$ cat src/rtl/btb_2way_responder_if.sv
// Lookup, update and invalidate signals of the 2-way BTB.
// master = predictor/writeback side, slave = BTB.
interface btb_2way_responder_if;
   logic [15:0] lookup_pc;
   logic        lookup_hit;
   logic        lookup_taken;
   logic [15:0] lookup_target;
   logic        upd_valid;
   logic        upd_ready;
   logic [15:0] upd_pc;
   logic [15:0] upd_target;
   logic        upd_taken;
   logic        inval_req;
   logic        clearing;

   modport master (
      output lookup_pc, upd_valid, upd_pc,
      output upd_target, upd_taken, inval_req,
      input  lookup_hit, lookup_taken,
      input  lookup_target, upd_ready, clearing
   );

   modport slave (
      input  lookup_pc, upd_valid, upd_pc,
      input  upd_target, upd_taken, inval_req,
      output lookup_hit, lookup_taken,
      output lookup_target, upd_ready, clearing
   );
endinterface

$ cat src/rtl/btb_2way_responder.sv
// 2-way set-associative branch target buffer.
// Combinational lookup, registered update, swept invalidate.
module btb_2way_responder #(
   parameter int SETS  = 8,
   parameter int IDX_W = 3
) (
   input  logic clk,
   input  logic rst,
   btb_2way_responder_if.slave bus
);
   localparam int TAG_W = 16 - 1 - IDX_W;

   typedef enum logic {IDLE, CLEAR} state_t;

   state_t           state, state_nxt;
   logic [IDX_W-1:0] clr_cnt;

   logic             valid_q [2][SETS];
   logic [TAG_W-1:0] tag_q   [2][SETS];
   logic [15:0]      tgt_q   [2][SETS];
   logic [1:0]       ctr_q   [2][SETS];
   logic             lru_q   [SETS];

   logic [IDX_W-1:0] l_idx;
   logic [TAG_W-1:0] l_tag;
   logic             l_hit0, l_hit1;

   logic [IDX_W-1:0] u_idx;
   logic [TAG_W-1:0] u_tag;
   logic             u_hit0, u_hit1, u_hit;
   logic             u_way, a_way;
   logic             fire;
   logic [1:0]       ctr_cur, ctr_nxt;

   logic unused_pc_lsb;
   assign unused_pc_lsb = ^{bus.lookup_pc[0], bus.upd_pc[0]};

   assign l_idx = bus.lookup_pc[IDX_W:1];
   assign l_tag = bus.lookup_pc[15:IDX_W+1];
   assign u_idx = bus.upd_pc[IDX_W:1];
   assign u_tag = bus.upd_pc[15:IDX_W+1];

   assign bus.clearing  = (state == CLEAR);
   assign bus.upd_ready = (state == IDLE) && !rst;
   assign fire          = bus.upd_valid && bus.upd_ready;

   // Lookup: way 0 wins on a double hit; blanked while sweeping.
   always_comb begin
      bus.lookup_hit    = 1'b0;
      bus.lookup_taken  = 1'b0;
      bus.lookup_target = 16'h0000;
      l_hit0 = valid_q[0][l_idx] && (tag_q[0][l_idx] == l_tag);
      l_hit1 = valid_q[1][l_idx] && (tag_q[1][l_idx] == l_tag);
      if (state == IDLE) begin
         if (l_hit0) begin
            bus.lookup_hit    = 1'b1;
            bus.lookup_taken  = ctr_q[0][l_idx][1];
            bus.lookup_target = tgt_q[0][l_idx];
         end else if (l_hit1) begin
            bus.lookup_hit    = 1'b1;
            bus.lookup_taken  = ctr_q[1][l_idx][1];
            bus.lookup_target = tgt_q[1][l_idx];
         end
      end
   end

   // Update way select, victim choice and saturating counter step.
   always_comb begin
      u_hit0  = valid_q[0][u_idx] && (tag_q[0][u_idx] == u_tag);
      u_hit1  = valid_q[1][u_idx] && (tag_q[1][u_idx] == u_tag);
      u_hit   = u_hit0 || u_hit1;
      u_way   = !u_hit0;
      a_way   = lru_q[u_idx];
      if (!valid_q[0][u_idx]) begin
         a_way = 1'b0;
      end else if (!valid_q[1][u_idx]) begin
         a_way = 1'b1;
      end
      ctr_cur = ctr_q[u_way][u_idx];
      ctr_nxt = ctr_cur;
      if (bus.upd_taken) begin
         if (ctr_cur != 2'd3) ctr_nxt = ctr_cur + 2'd1;
      end else begin
         if (ctr_cur != 2'd0) ctr_nxt = ctr_cur - 2'd1;
      end
   end

   // Next-state logic for the invalidate sweep.
   always_comb begin
      state_nxt = state;
      unique case (state)
         IDLE:  if (bus.inval_req) state_nxt = CLEAR;
         CLEAR: if (clr_cnt == IDX_W'(SETS - 1)) state_nxt = IDLE;
         default: state_nxt = IDLE;
      endcase
   end

   // State register and sweep index.
   always_ff @(posedge clk or posedge rst) begin
      if (rst) begin
         state   <= IDLE;
         clr_cnt <= '0;
      end else begin
         state <= state_nxt;
         if (state == IDLE) begin
            clr_cnt <= '0;
         end else begin
            clr_cnt <= clr_cnt + IDX_W'(1);
         end
      end
   end

   // Table storage: sweep clears one set per cycle, else apply updates.
   always_ff @(posedge clk or posedge rst) begin
      if (rst) begin
         for (int s = 0; s < SETS; s++) begin
            lru_q[s] <= 1'b0;
            for (int w = 0; w < 2; w++) begin
               valid_q[w][s] <= 1'b0;
               tag_q[w][s]   <= '0;
               tgt_q[w][s]   <= '0;
               ctr_q[w][s]   <= '0;
            end
         end
      end else if (state == CLEAR) begin
         lru_q[clr_cnt] <= 1'b0;
         for (int w = 0; w < 2; w++) begin
            valid_q[w][clr_cnt] <= 1'b0;
            ctr_q[w][clr_cnt]   <= '0;
         end
      end else if (fire) begin
         if (u_hit) begin
            ctr_q[u_way][u_idx] <= ctr_nxt;
            lru_q[u_idx]        <= ~u_way;
            if (bus.upd_taken) begin
               tgt_q[u_way][u_idx] <= bus.upd_target;
            end
         end else if (bus.upd_taken) begin
            valid_q[a_way][u_idx] <= 1'b1;
            tag_q[a_way][u_idx]   <= u_tag;
            tgt_q[a_way][u_idx]   <= bus.upd_target;
            ctr_q[a_way][u_idx]   <= 2'b10;
            lru_q[u_idx]          <= ~a_way;
         end
      end
   end
endmodule

$ cat src/flat_wrapper.sv
// flat-port wrapper written by rule: the top's interface ports become plain ports
module btb_2way_responder_flat 
#(
   parameter int SETS  = 8,
   parameter int IDX_W = 3
)
  (clk, rst, bus_lookup_pc, bus_upd_valid, bus_upd_pc, bus_upd_target, bus_upd_taken, bus_inval_req, bus_lookup_hit, bus_lookup_taken, bus_lookup_target, bus_upd_ready, bus_clearing);
  btb_2way_responder_if bus_i ();
  input  logic clk;
  input  logic rst;
  input wire logic [$bits(bus_i.lookup_pc)-1:0] bus_lookup_pc;
  input wire logic [$bits(bus_i.upd_valid)-1:0] bus_upd_valid;
  input wire logic [$bits(bus_i.upd_pc)-1:0] bus_upd_pc;
  input wire logic [$bits(bus_i.upd_target)-1:0] bus_upd_target;
  input wire logic [$bits(bus_i.upd_taken)-1:0] bus_upd_taken;
  input wire logic [$bits(bus_i.inval_req)-1:0] bus_inval_req;
  output wire logic [$bits(bus_i.lookup_hit)-1:0] bus_lookup_hit;
  output wire logic [$bits(bus_i.lookup_taken)-1:0] bus_lookup_taken;
  output wire logic [$bits(bus_i.lookup_target)-1:0] bus_lookup_target;
  output wire logic [$bits(bus_i.upd_ready)-1:0] bus_upd_ready;
  output wire logic [$bits(bus_i.clearing)-1:0] bus_clearing;
  assign bus_i.lookup_pc = bus_lookup_pc;
  assign bus_i.upd_valid = bus_upd_valid;
  assign bus_i.upd_pc = bus_upd_pc;
  assign bus_i.upd_target = bus_upd_target;
  assign bus_i.upd_taken = bus_upd_taken;
  assign bus_i.inval_req = bus_inval_req;
  assign bus_lookup_hit = bus_i.lookup_hit;
  assign bus_lookup_taken = bus_i.lookup_taken;
  assign bus_lookup_target = bus_i.lookup_target;
  assign bus_upd_ready = bus_i.upd_ready;
  assign bus_clearing = bus_i.clearing;
  btb_2way_responder #(.SETS(SETS), .IDX_W(IDX_W)) u_core (.clk(clk), .rst(rst), .bus(bus_i));
endmodule
$ cat config.mk
export PLATFORM = sky130hd
export DESIGN_NAME = btb_2way_responder_flat
export DESIGN_NICKNAME = d
export VERILOG_FILES = /design/src/rtl/btb_2way_responder_if.sv /design/src/rtl/btb_2way_responder.sv /design/src/flat_wrapper.sv
export SDC_FILE = /design/constraint.sdc
export NUM_CORES = 1
export LEC_CHECK = 0
export CORE_MARGIN = 5
export CORE_UTILIZATION = 59
export CTS_CLUSTER_DIAMETER = 40
export DETAILED_ROUTE_END_ITERATION = 6
export DONT_BUFFER_PORTS = 1
export MAX_ROUTING_LAYER = met4
export PLACE_DENSITY_LB_ADDON = 0.12
export SLEW_MARGIN = 20
export SYNTH_ARGS = -nofsm -noshare
export SYNTH_HDL_FRONTEND = slang
export SYNTH_SLANG_ARGS = --single-unit
$ cat constraint.sdc
create_clock -name clk -period 35.4 [get_ports clk]
set_input_delay 7.08 -clock clk [delete_from_list [all_inputs] [get_ports clk]]
set_output_delay 7.08 -clock clk [all_outputs]
set_load 0.01 [all_outputs]
# Yosys cells after proc, flatten, opt, wreduce, memory -nomap -nowiden

Cells that the tools add are included.

Register bits: 508
Word-level logic and storage cells: 241
Output and inout port bits: 20

Add/subtract/negate cells: 3
Equality and inequality tests: 7
Reduce and logical (&&, ||, !) cells: 21
$lt $le $gt $ge: 9
Bitwise logic cells: 19
Muxes and demuxes: 108

Operators by type and width:

| cell                                       | number |
|---|---|
| 256-bit two-way mux                        | 3 |
| 256-bit bitwise mux                        | 2 |
| 16-bit two-way mux                         | 17 |
| 128-bit demux with 1-bit select            | 2 |
| 128-bit two-way mux                        | 2 |
| 192-bit bitwise mux                        | 1 |
| 12-bit binary-select mux with 3-bit select | 4 |
| 32-bit two-way mux                         | 4 |
| 12-bit two-way mux                         | 9 |
| 16-bit binary-select mux with 3-bit select | 2 |
| 96-bit demux with 1-bit select             | 1 |
| 96-bit two-way mux                         | 1 |
| 16-bit AND                                 | 3 |
| 16-bit demux with 3-bit select             | 1 |
| 12-bit equality test                       | 4 |
| 8-bit two-way mux                          | 5 |
| 12-bit demux with 3-bit select             | 1 |
| 32-bit bitwise mux                         | 1 |
| 16-bit demux with 1-bit select             | 2 |
| 16-bit NOT                                 | 2 |
| 16-bit OR                                  | 2 |
| 8-bit AND                                  | 3 |
| 1-bit two-way mux                          | 22 |
| 2-bit two-way mux                          | 11 |
| other kinds (30)                           | 62 |

# Longest topological paths before layout

Gate-level depths: netlist (run 1).

Depth in word-level cells: 21
Gate-level depth with buffers: 16
Depth with buffers taken out: 10

# Worst setup path before layout (run 1)

No wires, ideal clock.

Path kind: in2out
From: input bus_lookup_pc[1]
To: output bus_lookup_target[10]
Buffers on the path: 3
Required time: 28320 ps
Cell stages on the path: 10
Setup slack: 18475 ps
Data arrival time: 9845 ps
Path through: clkbuf_1 -> buf_1 -> mux4_2 -> mux2i_1 -> xnor2_1 -> nor4_1 -> nand4_1 -> clkbuf_1 -> mux4_2 -> and2_1

Longest elaborated chain between the ends: 9
Elaborated cells on any way between the ends: 26

Ends and longest elaborated chain:

| what                                                  | line                     | RTL |
|---|---|---|
| start: declaration                                    | flat_wrapper.sv:11       | `input wire logic [$bits(bus_i.lookup_pc)-1:0] bus_lookup_pc;` |
| 3-bit NOT with 4-bit output (implied by the code) *   | -                        |  |
| 12-bit binary-select mux with 3-bit select            | btb_2way_responder.sv:53 | `l_hit1 = valid_q[1][l_idx] && (tag_q[1][l_idx] == l_tag);` |
| 12-bit two-way mux (implied by the code) (2 in a row) | btb_2way_responder.sv:53 |  |
| 12-bit equality test                                  | btb_2way_responder.sv:53 |  |
| 1-bit logical AND                                     | btb_2way_responder.sv:53 |  |
| 16-bit two-way mux                                    | btb_2way_responder.sv:59 | `end else if (l_hit1) begin` |
| 16-bit two-way mux *                                  | btb_2way_responder.sv:55 | `if (l_hit0) begin` |
| 16-bit two-way mux *                                  | btb_2way_responder.sv:54 | `if (state == IDLE) begin` |
| end: declaration                                      | flat_wrapper.sv:19       | `output wire logic [$bits(bus_i.lookup_target)-1:0] bus_lookup_target;` |

Every way passes the cells marked *; elsewhere a longest branch is shown, timed or not. The select of a mux whose other input is x is not followed.

# Worst setup path after layout (run 1)

From: input bus_lookup_pc[1]
To: output bus_lookup_taken

Longest elaborated chain between the ends: 9
Elaborated cells on any way between the ends: 26

Ends and longest elaborated chain:

| what                                                  | line                     | RTL |
|---|---|---|
| 3-bit NOT with 4-bit output (implied by the code) *   | -                        |  |
| 12-bit binary-select mux with 3-bit select            | btb_2way_responder.sv:53 |  |
| 12-bit two-way mux (implied by the code) (2 in a row) | btb_2way_responder.sv:53 |  |
| 12-bit equality test                                  | btb_2way_responder.sv:53 |  |
| 1-bit logical AND                                     | btb_2way_responder.sv:53 |  |
| 1-bit two-way mux                                     | btb_2way_responder.sv:59 |  |
| 1-bit two-way mux *                                   | btb_2way_responder.sv:55 |  |
| 1-bit two-way mux *                                   | btb_2way_responder.sv:54 |  |
| end: declaration                                      | flat_wrapper.sv:18       | `output wire logic [$bits(bus_i.lookup_taken)-1:0] bus_lookup_taken;` |

Marked as above.

==> results of run 1 <==
Yosys cell counts (4+ instances only):
cell type and instances:
buf_2 50, nor4_1 7, a32o_1 6, clkbuf_1 75
o211ai_1 6, o22ai_1 4, buf_6 11, o21ai_0 53
a211oi_1 7, buf_1 14, and2_1 25, o21ba_2 7
inv_1 12, a221o_1 4, nand2_4 6, xnor2_1 35
o31ai_1 30, mux2_2 366, a22oi_1 15, nor3_4 7
mux2i_1 63, nand3_1 21, buf_4 6, mux4_2 165
nand4_1 7, nor2b_1 8, dfrtp_1 508, and3_1 5
a22o_1 5, a21oi_1 23, mux2_4 38, a21boi_0 8
a221oi_1 10, nand2_1 67, nor3_1 9, nand2b_1 8
xor2_1 14, nor2_1 30, mux2_1 56, nand2_2 4
worst paths after layout:
path / to / slack (ps) / cells past startpoint
max in group asynchronous: u_core.tag_q[179] / 26600 / 4
hold reg to reg: u_core.tgt_q[84] / 490 / 1
hold / removal: u_core.tgt_q[84] / 490 / 1
setup / recovery: bus_lookup_taken / 18710 / 8
setup reg to reg: u_core.tag_q[78] / 31230 / 10
min in group asynchronous: u_core.clr_cnt[0] / 6300 / 1
routing by layer:
layer / global-route usage [%] / up-vias / part of all wire [%]
li1: - / 6885 / -
met1: 40.8 / 8835 / 44
met2: 44.1 / 586 / 47
met3: 5.09 / 101 / 6.9
met4: 7.06 / 0 / 1.8
met5: - / - / 0
through the flow:
| stage | utilization, % | instance area (um^2) | power [uW] | cells | hold slack [ps] |
|---|---|---|---|---|---|
| after global routing | 66.4 | 29300 | 1750 | 2444 | 505 |
| after CTS | 66.3 | 29300 | 1700 | 2443 | 491 |
| after global placement | 59.9 | 26500 | 868 | 2294 | 468 |
| after floorplan | - | 26400 | 842 | 1844 | 456 |
| final | 66.4 | 29400 | 1690 | 2445 | 489 |
| after detailed placement | 59.9 | 26500 | 877 | 2294 | 477 |
layout make-up:
type,instances,share of cell area [%]
clock buffer,110,8.01
antenna,1,0.00853
timing repair buffer,16,0.520
multi-input combinational,1164,43.7
tap,592,2.52
inverter,15,0.217
clock inverter,39,1.71
sequential,508,43.3
kinds of logic after synthesis:
kind of cell,Yosys count
buffers and inverters,172
DFF,508
muxes,688
and+or+nand+nor,228
AOI/OAI and AO/OA,197
adders and majority gates,2
xor gates and xnor gates,49
power by group through the flow:
stage,sequential (uW),clock (uW),combinational [uW]
floorplan,668,0,174
finish,672,822,200
global route,678,860,216
global placement,676,0,192
detailed placement,680,0,197
CTS,671,833,198
sequential cells by signal, summed over array words and instances (netlist names):
| name | flops |
|---|---|
| u_core.valid_q | 16 |
| u_core.clr_cnt | 3 |
| u_core.bus.clearing | 1 |
| u_core.ctr_q | 32 |
| u_core.tag_q | 192 |
| u_core.lru_q | 8 |
| u_core.tgt_q | 256 |
worst max-delay path, stage by stage:
cell,delay [ps]
mux4_2,520
mux2i_1,400
xnor2_1,150
nor4_1,320
nand4_1,130
buf_4,280
mux4_2,400
and2_1,220
layout by cell type (no fill, tap or decap), drive strengths merged, types with 16 or more instances in the layout:
master and n:
dfrtp 508, mux2 460, mux4 165, clkbuf 110, nand2 77, mux2i 63
o21ai 53, xnor2 35, nor2 32, o31ai 31, and2 28, a21oi 23
nand3 21, inv 20, nor3 18, buf 16
==> impl_metrics.csv, run 1 <==
group,metric,value,unit
pwr,p_sw,416,uW
clock_tree,clock-sinks,508,
floorplanning,dieHeight,221,um
yosys,synth_top_area_share,48.2,%
route,drtIter0Drc,1462,
floorplanning,start_util,59.6,%
yosys,synth_compound_area_share,5.25,%
pwr,swShare,24.6,%
sta,timing.fmax,59.9,MHz
clock_tree,cts_tree,"done",
sta,skew,23.7,ps
route,wirelength,68400,um
yosys,synth-edff-count,0,
setup_path,r2r-start,"u_core.tag_q[19]",
yosys,syn_area,26400,um^2
floorplanning,dieArea,49000,um^2
route,drc_errors,0,
yosys,yosys.area.top_type,"dfrtp_1",
sta,finalCritPeriodShare,47.2,%
finish,drive_above_1_share,41.6,%
pwr,vdd_drop_max,0.0000358,V
sta,setup-violations-final,0,
min_path,hold_start,"u_core.tgt_q[84]",
sta,fin_tns_setup,0,ps
placed_design,place_ws,18830,ps
pwr,power_leakage,0.0138,uW
setup_path,critPathMaxFanout,120,
clock_tree,cts_resized,0,
finish,synthToLayoutAreaGrowth,11.4,%
yosys,yosys_most_used_dff,"dfrtp_1",
clock_tree,cts_buffers,80,
yosys,synth-simple-area-share,4.98,%
yosys,synth_area_leaders,"dfrtp_1 (48%), mux2_2 (16%), mux4_2 (14%), mux2i_1 (2.4%), mux2_1 (2.4%)",
floorplanning,die_x,221,um
sta,finalHoldViolCount,0,
yosys,synth-xor-area-share,1.63,%
sta,max_slew_margin,19.7,%
min_path,hp-class,"reg -> reg",
setup_path,setup.worst_path.start_class,"primary input",
grt,grtUsageTotal,28.8,%
yosys,synth_top_family_by_area,"multiplexers",
yosys,syn_avg_cell_area,14.3,um^2
sta,setup_ws,18710,ps
route,dr.pass1.iters,6,
setup_path,startpoint,"bus_lookup_pc[1]",
finish,ff_latch_area,12700,um^2
clock_tree,cts.path.max_buffers,3,
pwr,pwr-share-clk,48.5,%
route,dr_total_vias,16407,
finish,final_nets,1840,
grt,antenna_found_initial,1,
route,post_drt_wl_per_cell,28.0,um
floorplanning,num_rows,77,
route,viasPerCell,6.71,
clock_tree,h-tree-depth,3,
setup_path,criticalPathCategory,"in -> out",
placed_design,gp_congestion,0.944,
clock_tree,cts_root_buffer,"clkbuf_16",
yosys,synth_cell_types,70,
floorplanning,coreArea,44200,um^2
pwr,comb_power_share,11.8,%
grt,grt_first_pass_wirelength,106000,um
clock_tree,hold_buffers,0,
grt,grt_pass1_vias,17244,
status,status,"completed",
clock_tree,clk_pin_slew,60,ps
pwr,seqPwrFrac,39.7,%
placed_design,dpl.hpwl,39800,um
finish,multi_input_area,12800,um^2
sta,min_period,16690,ps
placed_design,io_buffers,0,
yosys,async_flop_share,100,%
yosys,synthAdderAreaFrac,0.0949,%
grt,grt_overflow,0,
pwr,cellInternalPower,1280,uW
clock_tree,clock_latency,610,ps
grt,grt_max_degree,181,
yosys,synth_seq_cells,508,
flow_run,cap_violations,0,
yosys,syn_inst,1844,
yosys,syn-num-nets,1899,
yosys,yosysWarnings,0,
setup_path,arrival,9610,ps
yosys,ys_seq_area_share,48.2,%
finish,fillers,3134,
sta,rsz0062_at_grt,"false",
pwr,p_per_area,57.7,nW/um^2
floorplanning,io_pins,73,
setup_path,crit_required,28320,ps
sta,drv_slew,0,
clock_tree,post_cts_buffers,0,
route,antenna_left,0,
setup_path,worstSetupEndpointType,"primary output",
sta,worstMarginPinSlew,1200,ps
yosys,synthMuxAreaShare,36.7,%
Power figures use the tool's default switching activity.
==> inputs of run 2 (changes only) <==
==> constraint.sdc (replaced) <==
create_clock -name clk -period 16.7 [get_ports clk]
set_input_delay 3.34 -clock clk [delete_from_list [all_inputs] [get_ports clk]]
set_output_delay 3.34 -clock clk [all_outputs]
set_load 0.01 [all_outputs]
==> impl_metrics.csv, run 2 (same netlist as run 1, synthesis figures left out) <==
group,metric,value,unit
clock_tree,cts_buffers,76,
clock_tree,cts.path.max_buffers,3,
grt,grt_overflow,0,
clock_tree,hold_buffers,0,
finish,ff_latch_area,12700,um^2
grt,grtUsageTotal,28.7,%
finish,drive_above_1_share,41.1,%
setup_path,r2r_end,"u_core.tag_q[50]",
grt,grt_pass1_vias,17024,
grt,grt_max_degree,189,
setup_path,r2r_slack,12510,ps
clock_tree,cts_root_buffer,"clkbuf_16",
finish,multi_input_area,12800,um^2
clock_tree,clk_pin_slew,50,ps
pwr,p_per_area,120,nW/um^2
setup_path,critPathMaxFanout,120,
clock_tree,cts_resized,0,
pwr,power_leakage,0.0137,uW
sta,max_slew_margin,22.7,%
floorplanning,dieArea,49000,um^2
placed_design,place_ws,7620,ps
placed_design,dpl.hpwl,40000,um
setup_path,r2r-start,"u_core.tag_q[48]",
finish,postLayoutCellArea,29100,um^2
setup_path,setup.worst_path.start_class,"primary input",
clock_tree,post_cts_buffers,0,
sta,finalHoldViolCount,0,
sta,setup-violations-final,0,
finish,top_register,"u_core.tgt_q",
status,status,"completed",
floorplanning,start_util,59.6,%
sta,min_period,9170,ps
finish,fillers,3105,
sta,rsz0062_at_grt,"false",
floorplanning,coreArea,44200,um^2
sta,timing.fmax,109,MHz
route,wirelength,68000,um
placed_design,placed_cell_area,26500,um^2
clock_tree,clock_latency,610,ps
sta,drv_slew,0,
pwr,power,3490,uW
setup_path,r2r_cells,10,
sta,setup_ws,7530,ps
sta,finalCritPeriodShare,54.9,%
clock_tree,cts_tree,"done",
sta,worstMarginPinSlew,1160,ps
route,post_drt_wl_per_cell,28.0,um
route,viasPerCell,6.75,
placed_design,gp_congestion,0.908,
finish,layout_commonest_cell,"dfrtp_1",
clock_tree,h-tree-depth,3,
route,dr.pass1.iters,5,
setup_path,crit_path_top_delay_cell,"mux4_2",
setup_path,crit_required,13360,ps
setup_path,slowest_delay,520,ps
finish,antennaDiodeCount,0,
min_path,hold_path_end,"u_core.tgt_q[55]",
route,antenna_left,0,
min_path,worstHoldPathCells,1,
grt,antenna_found_initial,2,
pwr,vdd_drop_max,0.000113,V
finish,final_nets,1833,
setup_path,arrival,5830,ps
clock_tree,clock-sinks,508,
min_path,hp-class,"reg -> reg",
grt,grt_first_pass_wirelength,106000,um
floorplanning,io_pins,73,
flow_run,cap_violations,0,
floorplanning,num_rows,77,
route,drc_errors,0,
setup_path,worstSetupEndpointType,"primary output",
finish,synthToLayoutAreaGrowth,10.4,%
placed_design,io_buffers,0,
finish,layout_common_cells,"dfrtp_1 (508), mux2_2 (366), mux4_2 (165), clkbuf_16 (77), nand2_1 (67)",
finish,largest_reg_flops,256,
route,dr_total_vias,16406,
floorplanning,die_x,221,um
min_path,hold_start,"u_core.tgt_q[55]",
setup_path,criticalPathCategory,"in -> out",
sta,skew,26.6,ps
sta,fin_tns_setup,0,ps
route,drtIter0Drc,1597,
finish,reg_top3,"u_core.tgt_q x256, u_core.tag_q x192, u_core.ctr_q x32",
setup_path,crit_chain,"mux4_2 -> mux2i_1 -> xnor2_1 -> nor4_1 -> nand4_1 -> a21oi_2 -> buf_4 -> and2_1",
floorplanning,dieHeight,221,um
==> run 2: cell count changes in the layout (fill, tap and decap cells not counted), moves of 2 or more <==
| cell | before | now |
|---|---|---|
| clkbuf_16 | 85 | 77 |
| buf_4 | 14 | 10 |
| clkinv_2 | 11 | 9 |
| clkbuf_8 | 13 | 7 |
| clkbuf_1 | 12 | 14 |
| clkinv_4 | 3 | 5 |
==> run 2: layout make-up <==
| class | instances | area share, % |
|---|---|---|
| well taps | 592 | 2.55 |
| inverters | 15 | 0.206 |
| clock buffers | 98 | 7.13 |
| multi-input cells | 1164 | 44.1 |
| clock inverters | 40 | 1.88 |
| repair buffers | 13 | 0.447 |
| flip-flops and latches | 508 | 43.7 |
==> run 2: metrics by stage <==
| stage | instances | util (%) | hold slack [ps] |
|---|---|---|---|
| after floorplan | 1844 | - | 456 |
| after global placement | 2291 | 59.8 | 468 |
| after detailed placement | 2292 | 59.9 | 480 |
| after CTS | 2430 | 65.8 | 491 |
| after global routing | 2430 | 65.8 | 506 |
| final | 2430 | 65.8 | 484 |
==> run 2: metal layers <==
| metal | vias up | wire [um] | track usage [%] |
|---|---|---|---|
| met5 | - | 0 | - |
| met4 | 0 | 1540 | 7.78 |
| met3 | 115 | 5560 | 6.31 |
| met2 | 644 | 31600 | 42.2 |
| met1 | 8802 | 29200 | 41.1 |
| li1 | 6845 | - | - |
==> run 2: report_power, final <==
| part | internal (uW) | switching, uW | total [uW] |
|---|---|---|---|
| Sequential | 1350 | 74.0 | 1420 |
| Clock | 1050 | 589 | 1640 |
| Combinational | 219 | 208 | 427 |
| Total | 2620 | 871 | 3490 |
==> run 2: worst max-delay path by stage <==
| stage | from | to | slack (ps) |
|---|---|---|---|
| 3_5_place_dp | bus_lookup_pc[1] | bus_lookup_taken | 7620 |
| 5_1_grt | bus_lookup_pc[1] | bus_lookup_taken | 7460 |
| 2_1_floorplan | rst | u_core.bus.clearing | 6460 |
| 6_report | bus_lookup_pc[1] | bus_lookup_taken | 7530 |
| 4_1_cts | bus_lookup_pc[1] | bus_lookup_taken | 7610 |
| 3_3_place_gp | bus_lookup_pc[1] | bus_lookup_taken | 7610 |
==> run 2: worst max-delay path, delay by kind of cell <==
family | cells | cell delay, ps
and+or+nand+nor | 3 | 790
AOI/OAI and AO/OA | 1 | 150
muxes | 2 | 940
buffers and inverters | 1 | 320
xor gates and xnor gates | 1 | 170
